`src/rtl/fma16_pkg.sv`:
```
// Shared opcode/state/rounding types, constants and fp16 field helpers.
package fma16_pkg;

  typedef enum logic [2:0] {
    OP_FADD    = 3'b000,
    OP_FSUB    = 3'b001,
    OP_FMUL    = 3'b010,
    OP_FMADD   = 3'b011,
    OP_FMSUB   = 3'b100,
    OP_FNMADD  = 3'b101,
    OP_FNMSUB  = 3'b110,
    OP_ILLEGAL = 3'b111
  } fma_op_e;

  typedef enum logic [1:0] {
    ST_IDLE = 2'd0,
    ST_EXEC = 2'd1,
    ST_RESP = 2'd2
  } state_e;

  // rn rounds toward negative infinity, rp toward positive infinity.
  typedef enum logic [1:0] {
    RM_RZ  = 2'b00,
    RM_RNE = 2'b01,
    RM_RP  = 2'b10,
    RM_RN  = 2'b11
  } rm_e;

  localparam logic [15:0] QNAN     = 16'h7E00;
  localparam logic [15:0] HALF_ONE = 16'h3C00;

  // Datapath control derived from the opcode.
  typedef struct packed {
    logic mul;
    logic add;
    logic negz;
    logic negr;
  } dec_t;

  function automatic dec_t op_decode(input fma_op_e op);
    dec_t d;
    d = '0;
    case (op)
      OP_FADD:   d = '{mul: 1'b0, add: 1'b1, negz: 1'b0, negr: 1'b0};
      OP_FSUB:   d = '{mul: 1'b0, add: 1'b1, negz: 1'b1, negr: 1'b0};
      OP_FMUL:   d = '{mul: 1'b1, add: 1'b0, negz: 1'b0, negr: 1'b0};
      OP_FMADD:  d = '{mul: 1'b1, add: 1'b1, negz: 1'b0, negr: 1'b0};
      OP_FMSUB:  d = '{mul: 1'b1, add: 1'b1, negz: 1'b1, negr: 1'b0};
      OP_FNMADD: d = '{mul: 1'b1, add: 1'b1, negz: 1'b0, negr: 1'b1};
      OP_FNMSUB: d = '{mul: 1'b1, add: 1'b1, negz: 1'b1, negr: 1'b1};
      default:   d = '0;
    endcase
    return d;
  endfunction

  function automatic logic h_is_nan(input logic [15:0] h);
    return (h[14:10] == 5'h1F) && (h[9:0] != 10'd0);
  endfunction

  function automatic logic h_is_inf(input logic [15:0] h);
    return (h[14:10] == 5'h1F) && (h[9:0] == 10'd0);
  endfunction

  function automatic logic h_is_zero(input logic [15:0] h);
    return h[14:0] == 15'd0;
  endfunction

  // Significand including the hidden bit (absent for subnormals).
  function automatic logic [10:0] h_sig(input logic [15:0] h);
    return {(h[14:10] != 5'd0), h[9:0]};
  endfunction

  // Effective biased exponent: subnormals share the weight of exponent 1.
  function automatic logic [4:0] h_exp(input logic [15:0] h);
    return (h[14:10] == 5'd0) ? 5'd1 : h[14:10];
  endfunction

endpackage

```
`src/rtl/fma16_arb_fma16.sv`:
```
// Combinational half-precision fused multiply-add with a single rounding.
// The exact product and addend are summed in an 82-bit fixed-point window
// (LSB weight 2^-48), wide enough that no bits are lost before rounding.
module fma16
  import fma16_pkg::*;
(
  input  logic [15:0] x_i,
  input  logic [15:0] y_i,
  input  logic [15:0] z_i,
  input  logic [1:0]  rm_i,
  input  dec_t        dec_i,
  output logic [15:0] result_o
);

  localparam int W = 82;

  rm_e          rm;
  logic [15:0]  yv;
  logic         ps, zs, rs, zero_s;
  logic [10:0]  mx, my, mz, q11;
  logic [21:0]  prod;
  logic [6:0]   pshift, lead, rpos;
  logic [5:0]   zshift;
  logic [W-1:0] pa, za, mag, below;
  logic         guard, sticky, inc;
  logic [16:0]  enc_base, enc_r;
  logic [15:0]  ovf_res;
  logic         any_nan, p_inf, z_inf, p_invalid;

  // Align, add, normalise, round and resolve special operands.
  always_comb begin
    rm       = rm_e'(rm_i);
    // Add-only ops multiply by 1.0; multiply-only ops add a zero of the product's sign.
    yv       = dec_i.mul ? y_i : HALF_ONE;
    ps       = x_i[15] ^ yv[15] ^ dec_i.negr;
    zs       = dec_i.add ? (z_i[15] ^ dec_i.negz ^ dec_i.negr) : ps;
    mx       = h_sig(x_i);
    my       = h_sig(yv);
    mz       = dec_i.add ? h_sig(z_i) : 11'd0;
    prod     = 22'(mx) * 22'(my);
    pshift   = 7'(h_exp(x_i)) + 7'(h_exp(yv)) - 7'd2;
    zshift   = 6'(h_exp(z_i)) + 6'd23;
    pa       = W'(prod) << pshift;
    za       = W'(mz) << zshift;
    rs       = ps;
    mag      = '0;
    if (ps == zs) begin
      mag = pa + za;
      rs  = ps;
    end else if (pa >= za) begin
      mag = pa - za;
      rs  = ps;
    end else begin
      mag = za - pa;
      rs  = zs;
    end

    lead = 7'd0;
    for (int i = 0; i < W; i++) begin
      if (mag[i]) lead = 7'(i);
    end
    // Bit 34 is weight 2^-14, the smallest normal; below it the LSB is fixed at 2^-24.
    rpos     = (lead >= 7'd34) ? (lead - 7'd10) : 7'd24;
    q11      = 11'(mag >> rpos);
    guard    = mag[rpos - 7'd1];
    below    = (W'(1) << (rpos - 7'd1)) - W'(1);
    sticky   = |(mag & below);

    case (rm)
      RM_RZ:   inc = 1'b0;
      RM_RNE:  inc = guard & (sticky | q11[0]);
      RM_RP:   inc = (guard | sticky) & ~rs;
      default: inc = (guard | sticky) & rs;
    endcase

    // Adding the significand with its hidden bit to (exp-1)<<10 yields the
    // packed exponent/fraction; rounding carries ripple into the exponent.
    enc_base = (lead >= 7'd34) ? (17'(lead - 7'd34) << 10) : 17'd0;
    enc_r    = enc_base + 17'(q11) + 17'(inc);

    case (rm)
      RM_RZ:   ovf_res = {rs, 15'h7BFF};
      RM_RNE:  ovf_res = {rs, 15'h7C00};
      RM_RP:   ovf_res = rs ? 16'hFBFF : 16'h7C00;
      default: ovf_res = rs ? 16'hFC00 : 16'h7BFF;
    endcase

    zero_s    = (ps == zs) ? ps : (rm == RM_RN);
    any_nan   = h_is_nan(x_i) || h_is_nan(yv) || (dec_i.add && h_is_nan(z_i));
    p_inf     = h_is_inf(x_i) || h_is_inf(yv);
    p_invalid = (h_is_inf(x_i) && h_is_zero(yv)) || (h_is_zero(x_i) && h_is_inf(yv));
    z_inf     = dec_i.add && h_is_inf(z_i);

    if (any_nan || p_invalid || (p_inf && z_inf && (ps != zs))) begin
      result_o = QNAN;
    end else if (p_inf) begin
      result_o = {ps, 15'h7C00};
    end else if (z_inf) begin
      result_o = {zs, 15'h7C00};
    end else if (mag == '0) begin
      result_o = {zero_s, 15'd0};
    end else if (enc_r >= 17'h07C00) begin
      result_o = ovf_res;
    end else begin
      result_o = {rs, enc_r[14:0]};
    end
  end

endmodule

```
`src/rtl/fma16_arb.sv`:
```
// Two-requester round-robin front end sharing one fma16 datapath.
// One operation in flight: IDLE accepts, EXEC waits EXEC_CYCLES, RESP holds
// the result until the granted requester takes it.
module fma16_arb
  import fma16_pkg::*;
#(
  parameter int EXEC_CYCLES = 1
) (
  input  logic             clk,
  input  logic             reset,
  input  logic [1:0]       req_valid,
  output logic [1:0]       req_ready,
  input  logic [1:0][2:0]  req_op,
  input  logic [1:0][15:0] req_x,
  input  logic [1:0][15:0] req_y,
  input  logic [1:0][15:0] req_z,
  input  logic [1:0][1:0]  req_rm,
  output logic [1:0]       rsp_valid,
  input  logic [1:0]       rsp_ready,
  output logic [15:0]      rsp_result,
  output logic             busy,
  output logic             illegal_op
);

  localparam logic [3:0] CNT_LOAD = 4'(EXEC_CYCLES - 1);

  state_e      state_q, state_d;
  logic [3:0]  cnt_q, cnt_d;
  logic        last_q, last_d;
  logic [15:0] result_q, result_d;
  logic        illegal_q, illegal_d;
  logic        gnt_q, gnt_sel, accept;
  fma_op_e     op_q;
  logic [15:0] x_q, y_q, z_q;
  logic [1:0]  rm_q;
  dec_t        dec;
  logic [15:0] dp_result;

  // Pick a requester: the single valid one, or on a tie the one not served last.
  always_comb begin
    gnt_sel = 1'b0;
    if (req_valid == 2'b11) gnt_sel = ~last_q;
    else if (req_valid[1])  gnt_sel = 1'b1;
    accept    = (state_q == ST_IDLE) && (req_valid != 2'b00) && !reset;
    req_ready = 2'b00;
    if (accept) req_ready[gnt_sel] = 1'b1;
  end

  // Capture the accepted operation; the datapath sees only these registers.
  always_ff @(posedge clk or posedge reset) begin
    if (reset) begin
      op_q  <= OP_FADD;
      x_q   <= '0;
      y_q   <= '0;
      z_q   <= '0;
      rm_q  <= '0;
      gnt_q <= 1'b0;
    end else if (accept) begin
      op_q  <= fma_op_e'(req_op[gnt_sel]);
      x_q   <= req_x[gnt_sel];
      y_q   <= req_y[gnt_sel];
      z_q   <= req_z[gnt_sel];
      rm_q  <= req_rm[gnt_sel];
      gnt_q <= gnt_sel;
    end
  end

  assign dec = op_decode(op_q);

  fma16 u_fma16 (
    .x_i      (x_q),
    .y_i      (y_q),
    .z_i      (z_q),
    .rm_i     (rm_q),
    .dec_i    (dec),
    .result_o (dp_result)
  );

  // FSM, settle counter, round-robin pointer, result and sticky flag registers.
  always_ff @(posedge clk or posedge reset) begin
    if (reset) begin
      state_q   <= ST_IDLE;
      cnt_q     <= 4'd0;
      last_q    <= 1'b1;
      result_q  <= 16'h0000;
      illegal_q <= 1'b0;
    end else begin
      state_q   <= state_d;
      cnt_q     <= cnt_d;
      last_q    <= last_d;
      result_q  <= result_d;
      illegal_q <= illegal_d;
    end
  end

  // Next-state and response outputs.
  always_comb begin
    state_d   = state_q;
    cnt_d     = cnt_q;
    last_d    = last_q;
    result_d  = result_q;
    illegal_d = illegal_q;
    rsp_valid = 2'b00;
    case (state_q)
      ST_IDLE: begin
        if (accept) begin
          if (fma_op_e'(req_op[gnt_sel]) == OP_ILLEGAL) begin
            state_d   = ST_RESP;
            result_d  = QNAN;
            illegal_d = 1'b1;
          end else begin
            state_d = ST_EXEC;
            cnt_d   = CNT_LOAD;
          end
        end
      end
      ST_EXEC: begin
        if (cnt_q == 4'd0) begin
          result_d = dp_result;
          state_d  = ST_RESP;
        end else begin
          cnt_d = cnt_q - 4'd1;
        end
      end
      ST_RESP: begin
        rsp_valid[gnt_q] = 1'b1;
        if (rsp_ready[gnt_q]) begin
          state_d = ST_IDLE;
          last_d  = gnt_q;
        end
      end
      default: state_d = ST_IDLE;
    endcase
  end

  assign busy       = (state_q != ST_IDLE);
  assign rsp_result = result_q;
  assign illegal_op = illegal_q;

endmodule

```
`config.mk`:
```
export PLATFORM = sky130hd
export DESIGN_NAME = fma16_arb
export DESIGN_NICKNAME = d
export VERILOG_FILES = /design/src/rtl/fma16_pkg.sv /design/src/rtl/fma16_arb_fma16.sv /design/src/rtl/fma16_arb.sv
export SDC_FILE = /design/constraint.sdc
export NUM_CORES = 2
export LEC_CHECK = 0
export CELL_PAD_IN_SITES_DETAIL_PLACEMENT = 2
export CELL_PAD_IN_SITES_GLOBAL_PLACEMENT = 2
export CORE_ASPECT_RATIO = 0.9
export CORE_MARGIN = 5
export CORE_UTILIZATION = 37
export DETAILED_ROUTE_END_ITERATION = 16
export HOLD_SLACK_MARGIN = 0.08
export PLACE_DENSITY = 0.84
export RECOVER_POWER = 25
export SLEW_MARGIN = 15
export SYNTH_ARGS = -nofsm -noshare
export SYNTH_HDL_FRONTEND = slang
export SYNTH_SLANG_ARGS = --single-unit
export TNS_END_PERCENT = 100
```
`constraint.sdc`:
```
create_clock -name clk -period 26.3 [get_ports clk]
set_input_delay 3.945 -clock clk [delete_from_list [all_inputs] [get_ports clk]]
set_output_delay 3.945 -clock clk [all_outputs]
set_load 0.02 [all_outputs]
```
==> results.tsv <==
metric	value	unit
outcome	complete, but fails checks	
failing checks	max-capacitance violations, max-slew violations	
Synth Warn #	0	
reg-to-reg setup timing slack	0.37	ns
most numerous cell on the critical path	ha_1	
Relative slew margins	-117	%
CP delay by family, top	simple AND/OR/NAND/NOR gates	
ys async rst share	100	%
vias in the first global route	54618	
Crit. End Element	flip-flop	
fill count	13064	
CP max-delay cell	a21boi_0	
I/O pin count	134	
CTS buffer count	9	
Post-Syn Area	40100	um^2
postcts setup bufs	0	
clk slew on worst S/H paths	0.08	ns
Die H	322	um
crit-path max cell delay	0.73	ns
Most used DFF post-synth	dfrtp_1	
Clock Tree Buf Depth	2	
total gr overflow	0	
first-pass GRT wire length	400	mm
skew final	0.0192	ns
max cap viols	2	
Setup Crit Path Kind	reg -> reg	
CTS tree	done	
vias per cell	7.20	
area leader, netlist	ha_1	
Reg2Reg Depth	76	
register area share after synthesis	4.88	%
gpl congestion	1.11	
Initial Utilization	37.3	%
first drt pass iteration count	6	
Post-synth EDFFs	0	
Worst-Margin Slew	3.26	ns
Area contributors post-synth	ha_1 (9.2%), a21oi_1 (6.8%), nand2_1 (6.5%), nor2_1 (5.9%), o21ai_0 (5.6%)	
max frequency	38.6	MHz
crit path DAT	26.18	ns
Setup crit start kind	flip-flop	
HP Class	reg -> reg	
synth unique cells	143	
aggregate routed wire length	283	mm
HP Start	illegal_op$_DFFE_PP0P_	
CTS Sinks	78	
most frequent cell after synthesis	nand2_1	
Hold Path Cell Cnt	1	
post-DP HPWL	231	mm
DRC violations left	0	
top-area cell type share of the netlist area	9.21	%
Mapped Cells	6046	
antenna violations before repair	29	
Global Route Usage Sum	46.7	%
die area	115000	um^2
Synth Register Bits	78	
max-slew violations	55	
Area after DPL	43300	um^2
post-route ant nets	0	
setup TNS	0	ns
Required @ worst endpoint	26.55	ns
synth cell count leaders	nand2_1 (694), nor2_1 (626), a21oi_1 (542)	
Layout Area Growth over Synthesis	9.05	%
RSZ-0062 raised after global routing	no	
worst-path maximum fanout	37	
largest net degree at the start of global routing	107	
reg2reg end	rsp_result[2]$_DFFE_PP0P_	
Die Span X	357	um
period utilization	98.6	%
post-route cell area	43700	um^2
wire length per cell	37.6	um
endpoints failing hold	0	
Final Non-Filler Cells	7525	
synthesized area per cell	6.63	um^2
worst path bufs/invs	9	
latest clock arrival within the worst-skew pair	0.39	ns
origin of the critical flop-to-flop path	op_q[1]$_DFFE_PP0P_	
Port Buffers	133	
core footprint	107000	um^2
Rows	114	
htree depth	3	
hold path endpoint	illegal_op$_DFFE_PP0P_	
fraction of layout cells with a size suffix above 1	7.97	%
clock tree root driver cell	clkbuf_16	
fin crit period	25.93	ns
Placed Cells	7497	
final setup vio count	0	
Critical Path Start	op_q[1]$_DFFE_PP0P_	
layout net count	6550	
Vias	54197	
First DRT Iteration DRCs	7380	
-- repair_timing --
item                                   in CTS  in global routing
setup endpoints to repair                   0                 14
endpoints found under the hold margin       0                  0
hold buffers                                0                  0
gates resized for setup                     0                  4
-- worst max-delay path by stage --
stage,end,cells past startpoint
3_3_place_gp,rsp_result[5]$_DFFE_PP0P_,72
6_report,rsp_result[2]$_DFFE_PP0P_,76
3_5_place_dp,rsp_result[2]$_DFFE_PP0P_,73
4_1_cts,rsp_result[2]$_DFFE_PP0P_,74
5_1_grt,rsp_result[5]$_DFFE_PP0P_,74
2_1_floorplan,rsp_result[6]$_DFFE_PP0P_,88
-- cells in the final DEF, fill, tap and decap left out, types with 98 or more instances in the layout --
master and n:
mux2i_1 180, clkdlybuf4s50_1 131, nand2_1 693, nand3_1 207, ha_1 294, a21o_1 106, a21oi_1 542, nor2_1 622
inv_1 356, o21ai_0 444, xnor2_1 98, and3_1 126, buf_4 190, nor3_1 157
-- per-layer routing --
metal | global-route usage (%) | part of all wire (%) | vias to the layer above
met5 | 0 | 0.077 | -
met4 | 20.7 | 5.3 | 28
met3 | 16.5 | 13 | 785
met2 | 68.1 | 41 | 3715
met1 | 62.1 | 41 | 27486
li1 | - | - | 22183
-- flip-flops by register name, indices dropped and copies added (netlist names) --
name and cells:
op_q 3, rm_q 2, state_q 2, y_q 16
last_q 1, cnt_q 4, illegal_op 1, z_q 16
gnt_q 1, rsp_result 16, x_q 16
-- area by class of cell --
cell class	count	area [um^2]	area share (%)
diodes	11	27.5	0.0630
clock buffers	9	225	0.516
clock inverters	7	68.8	0.158
inverters	365	1370	3.14
multi-input cells	5280	35500	81.2
flip-flops and latches	78	1950	4.47
well taps	1450	1810	4.15
repair buffers	325	2770	6.35
-- logic make-up (layout without fill, tap and decap cells) --
kind of cell	after synthesis	in the layout	share of synthesized area, %
AOI/OAI and AO/OA	2067	2068	34.9
xor gates and xnor gates	150	150	3.54
adders and majority gates	379	379	13.4
buffers and inverters	733	706	7.44
DFF	78	78	4.88
muxes	251	251	6.97
other	2	57	0.0187
and+or+nand+nor	2386	2386	28.9
-- per-stage QoR --
stage | hold slack (ns) | util (%) | setup slack [ns]
6_report | 0.511 | 40.7 | 0.372
5_1_grt | 0.525 | 40.6 | 0.144
4_1_cts | 0.511 | 40.6 | 1.18
3_5_place_dp | 0.465 | 40.3 | 1.43
3_3_place_gp | 0.466 | 40.3 | 2.22
2_1_floorplan | 0.443 | - | 6.20
Power is not shown: default switching activity piles up to over one toggle a cycle in this logic, so the estimate is an artifact.
